<file path="config.mk">
export PLATFORM = sky130hd
export DESIGN_NAME = cdc_tx_scheduler
export DESIGN_NICKNAME = d
export VERILOG_FILES = /design/src/rtl/cdc_pkg.sv /design/src/rtl/cdc_ack_sync.sv /design/src/rtl/cdc_tx_scheduler.sv
export SDC_FILE = /design/constraint.sdc
export NUM_CORES = 1
export LEC_CHECK = 0
export CAP_MARGIN = 20
export CORE_MARGIN = 10
export CORE_UTILIZATION = 35
export CTS_CLUSTER_SIZE = 40
export DETAILED_ROUTE_END_ITERATION = 6
export PLACE_DENSITY = 0.71
export SYNTH_ARGS = -nofsm -noshare
export SYNTH_HDL_FRONTEND = slang
export SYNTH_SLANG_ARGS = --single-unit
</file>
<file path="constraint.sdc">
create_clock -name clk -period 2.3 [get_ports clk]
set_input_delay 0.23 -clock clk [delete_from_list [all_inputs] [get_ports clk]]
set_output_delay 0.23 -clock clk [all_outputs]
set_load 0.05 [all_outputs]
</file>
<file path="src/rtl/cdc_pkg.sv">
// cdc_pkg: shared types and constants for the source-side CDC transfer scheduler.
//   cdc_state_e     : handshake FSM states (IDLE, REQ_HI, REQ_LO).
//   DEF_SYNC_STAGES : default depth of the incoming ack synchroniser.
//   DEF_TIMEOUT_CYC : default per-phase handshake budget (used with CDC_TIMEOUT_EN).
//   clog2()         : ceiling log2, usable in parameter and port width expressions.
package cdc_pkg;

  typedef enum logic [1:0] {
    IDLE   = 2'd0,
    REQ_HI = 2'd1,
    REQ_LO = 2'd2
  } cdc_state_e;

  localparam int unsigned DEF_SYNC_STAGES = 32'd2;
  localparam int unsigned DEF_TIMEOUT_CYC = 32'd1023;

  function automatic int unsigned clog2(input int unsigned n);
    int unsigned r;
    int unsigned v;
    r = 32'd0;
    v = n - 32'd1;
    while (v != 32'd0) begin
      r = r + 32'd1;
      v = v >> 1;
    end
    return r;
  endfunction

endpackage

</file>
<file path="src/rtl/cdc_ack_sync.sv">
// cdc_ack_sync: STAGES-deep flop synchroniser for a single asynchronous level.
// Ports:
//   clk     in  destination-domain clock
//   rst     in  asynchronous active-high reset (chain clears to 0)
//   async_i in  level from the other clock domain
//   sync_o  out synchronised level, STAGES clock edges after async_i changes
module cdc_ack_sync
  import cdc_pkg::*;
#(
  parameter int unsigned STAGES = DEF_SYNC_STAGES
) (
  input  logic clk,
  input  logic rst,
  input  logic async_i,
  output logic sync_o
);

  logic [STAGES-1:0] chain_q;

  // Shift the asynchronous level through the flop chain.
  always_ff @(posedge clk or posedge rst) begin
    if (rst) begin
      chain_q <= '0;
    end else begin
      chain_q <= {chain_q[STAGES-2:0], async_i};
    end
  end

  assign sync_o = chain_q[STAGES-1];

endmodule

</file>
<file path="src/rtl/cdc_tx_scheduler.sv">
// cdc_tx_scheduler: shares one multi-bit CDC channel among NREQ requesters.
// Round-robin picks a requester, latches its word and runs a 4-phase level
// req/ack handshake; the far-side ack is synchronised internally.
// Optional feature macro: CDC_TIMEOUT_EN (per-phase handshake timeout with
// sticky err_timeout). Without it the handshake waits forever and
// err_timeout is tied low.
// Ports:
//   clk, reset  : source clock, asynchronous active-high reset
//   req_valid   : per-requester request, held until req_ready
//   req_data    : packed words, requester i at [i*DW +: DW]
//   req_ready   : one-cycle one-hot accept pulse
//   xfer_data   : word to far domain, stable while xfer_req=1
//   xfer_req    : registered level request to far domain
//   xfer_ack    : asynchronous level ack from far domain
//   busy        : high whenever the FSM is not IDLE
//   grant_idx   : index of the last granted requester
//   err_timeout : sticky handshake-timeout flag
module cdc_tx_scheduler
  import cdc_pkg::*;
#(
  parameter int unsigned NREQ        = 32'd4,
  parameter int unsigned DW          = 32'd8,
  parameter int unsigned SYNC_STAGES = DEF_SYNC_STAGES,
  parameter int unsigned TIMEOUT_CYC = DEF_TIMEOUT_CYC
) (
  input  logic                     clk,
  input  logic                     reset,
  input  logic [NREQ-1:0]          req_valid,
  input  logic [NREQ*DW-1:0]       req_data,
  output logic [NREQ-1:0]          req_ready,
  output logic [DW-1:0]            xfer_data,
  output logic                     xfer_req,
  input  logic                     xfer_ack,
  output logic                     busy,
  output logic [clog2(NREQ)-1:0]   grant_idx,
  output logic                     err_timeout
);

  localparam int unsigned GW = clog2(NREQ);

  cdc_state_e        state_q;
  logic [GW-1:0]     rr_ptr_q;
  logic [NREQ-1:0]   req_ready_q;
  logic [DW-1:0]     xfer_data_q;
  logic              xfer_req_q;
  logic              busy_q;
  logic [GW-1:0]     grant_idx_q;
  logic              ack_s;
  logic [GW-1:0]     pick_s;

  // First valid index at or above ptr; wraps to the lowest valid index otherwise.
  function automatic logic [GW-1:0] rr_pick(input logic [NREQ-1:0] v, input logic [GW-1:0] ptr);
    logic [NREQ-1:0] upper;
    logic [NREQ-1:0] pool;
    rr_pick = '0;
    upper = v & ~((NREQ'(1) << ptr) - NREQ'(1));
    pool = (upper != '0) ? upper : v;
    for (int i = NREQ - 1; i >= 0; i--) begin
      if (pool[i]) begin
        rr_pick = GW'(i);
      end
    end
  endfunction

  cdc_ack_sync #(
    .STAGES (SYNC_STAGES)
  ) u_ack_sync (
    .clk     (clk),
    .rst     (reset),
    .async_i (xfer_ack),
    .sync_o  (ack_s)
  );

  assign pick_s = rr_pick(req_valid, rr_ptr_q);

`ifdef CDC_TIMEOUT_EN
  localparam int unsigned CNT_W = clog2(TIMEOUT_CYC + 32'd1);
  logic [CNT_W-1:0] tmo_cnt_q;
  logic             err_timeout_q;
  logic             hs_step_s;
  logic             tmo_hit_s;

  // A phase change restarts the budget for the new phase.
  assign hs_step_s = ((state_q == REQ_HI) && ack_s) || ((state_q == REQ_LO) && !ack_s);
  // Fires on the last cycle of the budget so xfer_req is high for exactly TIMEOUT_CYC cycles.
  assign tmo_hit_s = (state_q != IDLE) && (tmo_cnt_q == CNT_W'(TIMEOUT_CYC - 32'd1));
  assign err_timeout = err_timeout_q;
`else
  localparam int unsigned UNUSED_TIMEOUT_CYC = TIMEOUT_CYC;
  assign err_timeout = 1'b0;
`endif

  // Handshake FSM with registered outputs.
  always_ff @(posedge clk or posedge reset) begin
    if (reset) begin
      state_q     <= IDLE;
      rr_ptr_q    <= '0;
      req_ready_q <= '0;
      xfer_data_q <= '0;
      xfer_req_q  <= 1'b0;
      busy_q      <= 1'b0;
      grant_idx_q <= '0;
`ifdef CDC_TIMEOUT_EN
      tmo_cnt_q     <= '0;
      err_timeout_q <= 1'b0;
`endif
    end else begin
      req_ready_q <= '0;
      case (state_q)
        IDLE: begin
          // A still-high synchronised ack is left over from an earlier transfer; wait it out.
          if ((req_valid != '0) && !ack_s) begin
            xfer_data_q <= req_data[int'(pick_s) * DW +: DW];
            grant_idx_q <= pick_s;
            req_ready_q <= NREQ'(1) << pick_s;
            xfer_req_q  <= 1'b1;
            busy_q      <= 1'b1;
            rr_ptr_q    <= (pick_s == GW'(NREQ - 32'd1)) ? '0 : pick_s + GW'(1);
            state_q     <= REQ_HI;
          end
        end
        REQ_HI: begin
          if (ack_s) begin
            xfer_req_q <= 1'b0;
            state_q    <= REQ_LO;
          end
        end
        REQ_LO: begin
          if (!ack_s) begin
            busy_q  <= 1'b0;
            state_q <= IDLE;
          end
        end
        default: begin
          xfer_req_q <= 1'b0;
          busy_q     <= 1'b0;
          state_q    <= IDLE;
        end
      endcase
`ifdef CDC_TIMEOUT_EN
      // Abort overrides whatever the phase logic above decided.
      if (tmo_hit_s) begin
        xfer_req_q    <= 1'b0;
        busy_q        <= 1'b0;
        err_timeout_q <= 1'b1;
        state_q       <= IDLE;
        tmo_cnt_q     <= '0;
      end else if ((state_q == IDLE) || hs_step_s) begin
        tmo_cnt_q <= '0;
      end else begin
        tmo_cnt_q <= tmo_cnt_q + CNT_W'(1);
      end
`endif
    end
  end

  assign req_ready = req_ready_q;
  assign xfer_data = xfer_data_q;
  assign xfer_req  = xfer_req_q;
  assign busy      = busy_q;
  assign grant_idx = grant_idx_q;

endmodule

</file>
### Word-level counts from Yosys, hierarchy flattened

Cells that the tools add are included.

| storage, ports and cells | value |
|---|---|
| register bits | 22 |
| latch bits | 0 |
| bits in writable memories | 0 |
| memory bits (read-only) | 0 |
| input port bits | 39 |
| output and inout port bits | 17 |
| logic and storage cells | 49 |
| memories kept | 0 |

| operators by class | value |
|---|---|
| $add $sub $neg | 2 |
| multipliers | 0 |
| div/mod/pow operators | 0 |
| magnitude comparators | 0 |
| eq/ne operators | 6 |
| shifts and indexed selects | 3 |
| mux-type cells | 17 |
| bitwise operators | 4 |
| reductions and logical operators | 9 |

Operators with widths:

| cell | count |
|---|---|
| 32-bit by 6-bit indexed part select with 8-bit output | 1 |
| 2-bit 2-to-1 mux | 8 |
| 4-bit 2-to-1 mux | 3 |
| 3-bit AND reduction | 3 |
| 4-bit nonzero test | 2 |
| 1-bit by 2-bit left shift with 4-bit output, first input constant | 2 |
| 1-bit case mux with 3 select lines | 2 |
| 2-bit case mux with 3 select lines | 1 |
| 4-bit AND | 1 |
| 2-bit equality test, second input constant | 2 |
| 2-bit != test, second input constant | 2 |
| 4-bit inverter | 1 |
| 4-bit by 1-bit subtractor with 4-bit output, second input constant | 1 |
| 1-bit 2-to-1 mux | 3 |
| 2-bit by 1-bit adder with 2-bit output, second input constant | 1 |
| 2-bit by 1-bit equality test with 1-bit output, second input constant | 1 |
| 2-bit logical NOT | 1 |
| 2-bit by 1-bit != test with 1-bit output, second input constant | 1 |
| 1-bit inverter | 2 |
| 2-bit AND reduction | 1 |
| 1-bit logical AND | 1 |
| 1-bit logical NOT | 1 |

### Logic depth before layout (Yosys ltp)

| logic depth | value |
|---|---|
| depth after elaboration | 13 |
| gate-level depth with buffers | 8 |

### By module

From an unflattened synthesis, not the netlist that was laid out.

| unflattened totals | value |
|---|---|
| cells, all modules | 104 |
| area total of the unflattened synthesis | 1127.3 sq um |

By module, submodules not included:

| module | instances | cells an instance | area each (sq um) |
|---|---|---|---|
| cdc_tx_scheduler | 1 | 101 | 1073.5 |
| cdc_ack_sync | 1 | 3 | 53.8 |

### Worst setup path before layout

No wires, ideal clock.

| path | value |
|---|---|
| path kind | register -> register |
| start point | register rr_ptr_q[1] |
| end point | register rr_ptr_q[1] |
| arrival time | 1526 ps |
| data required time | 2183 ps |
| slack | 658 ps |
| cell stages (with the launch flop) | 8 |
| period minus slack after synthesis | 1642 ps |
| cells stage by stage | dfrtp_1 > mux2i_1 > a211o_1 > buf_4 > buf_6 > ha_1 > nand2_1 > nand2_1 |

| on the way | value |
|---|---|
| cells in the longest elaborated chain, start to end | 12 |

Ends and longest elaborated chain:

| item | RTL line | source |
|---|---|---|
| start: declaration | cdc_tx_scheduler.sv:42 | `logic [GW-1:0] rr_ptr_q;` |
| start signal: assignment | cdc_tx_scheduler.sv:118 | `rr_ptr_q <= (pick_s == GW'(NREQ - 32'd1)) ? '0 : pick_s + GW'(1);` |
| 1-bit by 2-bit left shift with 4-bit output * | cdc_tx_scheduler.sv:56 | `upper = v & ~((NREQ'(1) << ptr) - NREQ'(1));` |
| 4-bit by 1-bit subtractor with 4-bit output * | cdc_tx_scheduler.sv:56 |  |
| 4-bit inverter * | cdc_tx_scheduler.sv:56 |  |
| 4-bit AND * | cdc_tx_scheduler.sv:56 |  |
| 4-bit nonzero test | cdc_tx_scheduler.sv:57 | `pool = (upper != '0) ? upper : v;` |
| 4-bit 2-to-1 mux * | cdc_tx_scheduler.sv:57 |  |
| 2-bit 2-to-1 mux (3 in series) | cdc_tx_scheduler.sv:59 | `if (pool[i]) begin` |
| 2-bit 2-to-1 mux * | cdc_tx_scheduler.sv:59 |  |
| 2-bit by 1-bit adder with 2-bit output or 2-bit equality test (tied branches) | cdc_tx_scheduler.sv:118 |  |
| 2-bit 2-to-1 mux * | cdc_tx_scheduler.sv:118 |  |

Mark *: on every way between the ends. The rest lies on a longest branch, timed or not.
A chain may end at the register's enable or synchronous reset.

### Worst setup path in the final report

| path | value |
|---|---|
| start point | register rr_ptr_q[1] |
| end point | register xfer_data_q[3] (netlist: xfer_data[3]) |

| on the way | value |
|---|---|
| cells in the longest elaborated chain, start to end | 11 |

Ends and longest elaborated chain:

| item | RTL line | source |
|---|---|---|
| 1-bit by 2-bit left shift with 4-bit output * | cdc_tx_scheduler.sv:56 |  |
| 4-bit by 1-bit subtractor with 4-bit output * | cdc_tx_scheduler.sv:56 |  |
| 4-bit inverter * | cdc_tx_scheduler.sv:56 |  |
| 4-bit AND * | cdc_tx_scheduler.sv:56 |  |
| 4-bit nonzero test | cdc_tx_scheduler.sv:57 |  |
| 4-bit 2-to-1 mux * | cdc_tx_scheduler.sv:57 |  |
| 2-bit 2-to-1 mux (3 in series) | cdc_tx_scheduler.sv:59 |  |
| 2-bit 2-to-1 mux * | cdc_tx_scheduler.sv:59 |  |
| net pick_s[1] | cdc_tx_scheduler.sv:49 | `logic [GW-1:0] pick_s;` |
| 32-bit by 6-bit indexed part select with 8-bit output * | cdc_tx_scheduler.sv:113 | `xfer_data_q <= req_data[int'(pick_s) * DW +: DW];` |
| end signal: assignment | cdc_tx_scheduler.sv:113 |  |
| end: declaration | cdc_tx_scheduler.sv:44 | `logic [DW-1:0] xfer_data_q;` |

The timed path passes the listed nets; every way through them passes the cells marked *.

==> reports/metrics.yaml <==
status:
  status: "complete, no violations"
pwr:
  total_power_mw: 1.96
  ir_worst_vdd_v: 0.000477
  p_per_area_nw_per_um2: 1110
  p_leak_nw: 0.760
global_routing:
  grt_overflow: 0
  antenna_found_initial: 0
  track_usage: 0.114
  grt_max_degree: 23
  grt_pass1_wl_um: 5510
  grt_pass1_vias: 1125
floorplan:
  dieArea_um2: 5890
  die_w_um: 76.7
  core_area_um2: 3080
  chipHeight_um: 76.7
  start_util: 0.366
  io_pins: 56
  placementRows: 20
clock_tree:
  cts_tree: "yes"
  numCtsBuffers: 3
  hold_buffers: 0
  post-cts-setup-buffers: 0
  cts-resized-gates: 0
  clock_sinks: 22
  cts_root_buf: "clkbuf_4"
  htree_levels: 1
  clk_latency_ns: 0.31
  clk_pin_slew_ns: 0.12
  cts_buffer_depth: 2
setup_path:
  cp.arrival_ns: 2.04
  crit_path_start: "rr_ptr_q[1]"
  required_ns: 2.53
  endpoint_kind: "flip-flop"
  r2r_start: "rr_ptr_q[1]"
  crit_type: "reg2reg"
  crit_path_start_kind: "flip-flop"
  r2r_slack_ns: 0.49
  crit_path_max_fanout: 8
logic_synthesis:
  syn-mean-instance-area_um2: 10.4
  synth_fp_nets: 149
  netlist_instances: 108
  ys_types: 32
  ys_seq_area_frac: 0.489
  async_flop_share: 1.00
  yosys_warnings: 0
  synth_edf_count: 0
  ys_ff_latch: 22
  netlist_area_um2: 1130
  synth_flop_cell: "dfrtp_1"
drt:
  wl_per_cell_um: 15.9
  remaining_drc_errors: 0
  drtAntennaViolNets: 0
  drt_iter0_drc: 23
  via_per_inst: 5.00
  via_count: 1040
  drt_first_pass_iters: 4
  wl_um: 3310
placed_design:
  dpl.cell_count: 204
  hpwl_um: 2670
  gp_congestion: 0.805
  io_buffers: 54
layout:
  final_common_cell: "clkdlybuf4s50_1"
  mostFrequentLayoutCells: "clkdlybuf4s50_1 (54), dfrtp_1 (22), nand2_1 (20)"
  fin_util: 0.576
  num_antenna_cells: 0
  syn2layout_area_growth_pct: 57.4
  nets: 206
  layout.cells.non_filler: 208
  drive_above_1_share: 0.0793
sta:
  max_freq_ghz: 0.551
  min_period_over_period: 0.789
  hold_viol_final: 0
  finalSetupTns_ns: 0
  drv_slew: 0
  setup_viol_count_final: 0
  clock_skew_ns: 0.00327
  fin_crit_ns: 1.81
  rsz0062_at_grt: "no"
  relSlewSlack: 0.464
  tightest_slew_ns: 0.803
flow_run:
  max-cap-violations: 0
worst_hold_path:
  min_path_type: "in2async"
## synthesized netlist by cell type (all sizes together) (2+ instances only)
| library cell | number | area share |
|---|---|---|
| ha | 2 | 0.022 |
| and2 | 3 | 0.017 |
| nor2 | 6 | 0.020 |
| nor4 | 3 | 0.041 |
| o22ai | 7 | 0.039 |
| inv | 3 | 0.010 |
| buf | 5 | 0.032 |
| nand3 | 2 | 0.0089 |
| dfrtp | 22 | 0.49 |
| a21oi | 3 | 0.013 |
| nand2 | 20 | 0.067 |
| o221ai | 8 | 0.068 |
| o21ai | 2 | 0.0089 |
| mux2i | 9 | 0.080 |
## power breakdown
part           internal, mW  switching (mW)
logic                 0.407           0.652
clock network         0.176           0.119
registers             0.511          0.0974
total                  1.10           0.869
## critical path: stages (launching register included)
cell and delay (ns):
dfrtp_1 0.48, nand3_1 0.12, a21oi_1 0.13, or3_1 0.47
inv_2 0.09, nand2_1 0.20, o221ai_1 0.25
## cells by family (layout without fill, tap and decap cells)
kind of cell             after synthesis  in the layout  synth area share
adder cells (fa/ha/maj)                2              2            0.0222
buffers and inverters                  8             64            0.0422
flip-flops                            22             22             0.489
multiplexers                           9              9            0.0800
AO/OA/AOI/OAI                         25             25             0.163
other                                  1              1           0.00333
AND/OR/NAND/NOR                       40             40             0.192
XOR/XNOR                               1              1           0.00778
## area by class of cell
cell class                 count  area, um^2
sequential                    22         551
clock buffer                   3        22.5
tap                           44        55.1
fill                         283        1310
multi-input combinational     78         528
timing repair buffer          57         576
clock inverter                 1        30.0
inverter                       3        11.3
## state kept, by name, summed over array words and instances (netlist names)
register            count
busy                    1
grant_idx               2
req_ready               4
rr_ptr_q                2
state_q                 2
u_ack_sync.chain_q      2
xfer_data               8
xfer_req                1
## per-stage QoR
stage	hold WS, ns	instance area (um^2)	setup WS [ns]
after floorplan	0.219	1130	0.658
after global placement	0.347	1720	0.226
after detailed placement	0.360	1720	0.162
after CTS	0.350	1770	0.470
after global routing	0.331	1770	0.284
final	0.358	1770	0.485
## routing by layer
metal  part of all wire  wire [um]  vias to the layer above  track usage
met5                  0          0                        -            0
met4              0.014         46                        0       0.0446
met3              0.078        258                        4       0.0373
met2               0.50       1650                       41        0.191
met1               0.41       1350                      490        0.130
li1                   -          -                      505            -
## path summary, 6_finish.rpt
path,end,cells after the start
max,xfer_data[3],6
min,busy,2
max reg2reg,xfer_data[3],6
min reg2reg,u_ack_sync.chain_q[1],0
max in group asynchronous,req_ready[2],2
min in group clk,u_ack_sync.chain_q[0],1
No activity file was read; power rests on OpenSTA's default activity.
==> patch (same settings) <==
Build with the macro `CDC_TIMEOUT_EN` defined.
--- a/src/rtl/cdc_tx_scheduler.sv
+++ b/src/rtl/cdc_tx_scheduler.sv
@@ -17,2 +17,4 @@
 //   err_timeout : sticky handshake-timeout flag
+`define CDC_TIMEOUT_EN
+
 module cdc_tx_scheduler
Formal check against the unedited RTL: no difference found for any inputs over 10 cycles, from zero or initial values and one cycle with reset high; that may be too few to reach the edited logic, so the function may still have changed.
==> patch against the unedited design <==
- critical path type is now input pin to flip-flop
- wire length is 19% higher
- worst hold slack worse by 0.030 ns
- sequential cell count is 11 higher
- area after synthesis is 46% higher
- cell area is 34% higher
- worst setup slack worse by 0.13 ns
- power is 28% higher
- synthesized cell count is 23% higher
==> patch: results (changes against the unedited design) <==
| Metric | Value |
|---|---|
| CTS Buf Count | 5 (+2) |
| Synth area leaders | dfrtp_1 (50%), mux4_2 (11%), mux2_2 (7.5%) |
| Wirelength per Cell | 15.9 microns (about the same) |
| Initial antenna violation count | 0 (unchanged) |
| Total GRT Usage | 11.3% (-0.11 points) |
| Worst slack, placed | 0.0440 ns (-0.118 ns) |
| Number of global-route vias before repair | 1485 (+32%) |
| Seq/Total Area, Yosys | 50.1% (+1.2 points) |
| First-pass GRT wire length | 6.80 mm (+23%) |
| PostCTS Resize Cnt | 0 (unchanged) |
| LEAKAGE | 0.00101 uW (+33%) |
| Cell family with most CP delay | multiplexers |
| Met1 wire length | 1.49 mm (+10%) |
| Maximum vdd drop | 573 uV (+20%) |
| Max FFs per register | 10 (+2) |
| Crit Path Max Fanout | 11 (+3) |
| Final wirelength | 3.94 mm (+19%) |
| Most frequent cells after synthesis | dfrtp_1 (33), nor2_1 (14), mux2_2 (11) |
| Largest Register | tmo_cnt_q |
| Final period utilization | 84.7% (+5.8 points) |
| # Post-CTS Setup Buffers | 0 (unchanged) |
| DR WL met3 | 489 microns (+90%) |
| Worst path bufs/invs | 2 (+1) |
| Clock latency on the worst-skew pair | 0.28 ns (-0.03 ns) |
| Critical-path top delay cell | clkdlybuf4s50_1 |
| Post-synth EDFFs | 0 (unchanged) |
| DR DRC count | 0 (unchanged) |
| Final hold violations | 0 (unchanged) |
| Synth Warn # | 0 (unchanged) |
| Port Buffers | 55 (+1.9%) |
| Share of cells above drive strength 1 | 17.3% (+9.4 points) |
| Post-DP HPWL | 3.09 mm (+16%) |
| Starting DRT DRC Count | 48 (+110%) |
| Root buffer cell | clkbuf_8 |
| Slew HR | 34.6% (-12 points) |
| Status | complete, no violations |
| Critical Path AT | 2.11 ns (+0.07 ns) |
| Via count | 1267 (+22%) |
| Metal2 WL | 1.91 mm (+16%) |
| H-tree level count | 2 (+1) |
| Clock Path Buffers | 2 (unchanged) |
| Clock Pin Slew Worst Setup and Hold Paths | 0.07 ns (-0.05 ns) |
| Async S/R FF share, synth | 100% (unchanged) |
| Critical Path Max Stage Delay | 0.51 ns (+0.03 ns) |
| Placed Cells | 240 (+18%) |
| Global placement routability congestion | 0.763 (-5.1%) |
| Layout Skew | 0.00739 ns (+0.00411 ns) |
| Antenna cells | 0 (unchanged) |
| Largest net degree at the start of global routing | 34 (+48%) |
| Worst Hold Class | input pin to asynchronous set/reset pin |
| Syn_area_per_cell | 12.4 sq um (+19%) |
| Synth cell types | 33 (+3.1%) |
| Post-Synthesis Net Count | 178 (+19%) |
[patch: cell types whose count changed after synthesis, moves of 8 or more]
cell,delta
nand2_1,-16
mux4_2,+8
mux2i_1,-8
mux2_2,+11
nor2_1,+8
dfrtp_1,+11
[patch: metrics by stage]
stage	hold WS (ns)	area (sq um)
floorplan	0.261	1650
global placement	0.338	2300
detailed placement	0.337	2300
CTS	0.343	2380
global route	0.368	2380
finish	0.328	2380
[patch: logic make-up (layout without fill, tap and decap cells)]
kind of cell | count (synthesis) | count (layout) | share of synthesized area (%)
and+or+nand+nor | 40 | 40 | 12.7
AOI/OAI and AO/OA | 13 | 13 | 4.63
buffers and inverters | 11 | 74 | 3.26
DFF | 33 | 33 | 50.1
muxes | 21 | 21 | 20.0
xor gates and xnor gates | 9 | 9 | 4.78
adders and majority gates | 6 | 6 | 4.56
[patch: area by class of cell]
cell class	count	area (sq um)
well taps	52	65.1
repair buffers	60	601
multi-input cells	89	782
fillers	400	2070
clock buffers	6	72.6
clock inverters	2	10.0
inverters	6	22.5
flip-flops and latches	33	826
[patch: final timing paths]
path                                            start                     to  cells after the start
worst max-delay path                     req_valid[0]           xfer_data[4]                      6
worst min-delay path                            reset            rr_ptr_q[0]                      3
worst max register to register            rr_ptr_q[1]           xfer_data[4]                      5
worst min register to register  u_ack_sync.chain_q[0]  u_ack_sync.chain_q[1]                      0
max in group asynchronous                       reset           tmo_cnt_q[8]                      3
min in group clk                u_ack_sync.chain_q[0]  u_ack_sync.chain_q[1]                      0
[patch: where the power goes]
| part | internal, uW | switching (uW) | total (uW) |
|---|---|---|---|
| combinational | 557 | 694 | 1250 |
| clock | 209 | 205 | 415 |
| sequential | 727 | 127 | 855 |
| total | 1490 | 1030 | 2520 |
[patch: metal layers]
metal / global-route usage, % / vias to the layer above
li1: - / 598
met1: 11.1 / 611
met2: 18.6 / 54
met3: 7.63 / 4
met4: 3.96 / 0
met5: 0 / -
[patch: worst reg2reg max path, cell delays in order, from the launching register on]
cell and delay, ns:
dfrtp_1 0.44, nor3b_1 0.28, a211o_1 0.19, buf_12 0.15
mux4_2 0.51, mux2_2 0.27
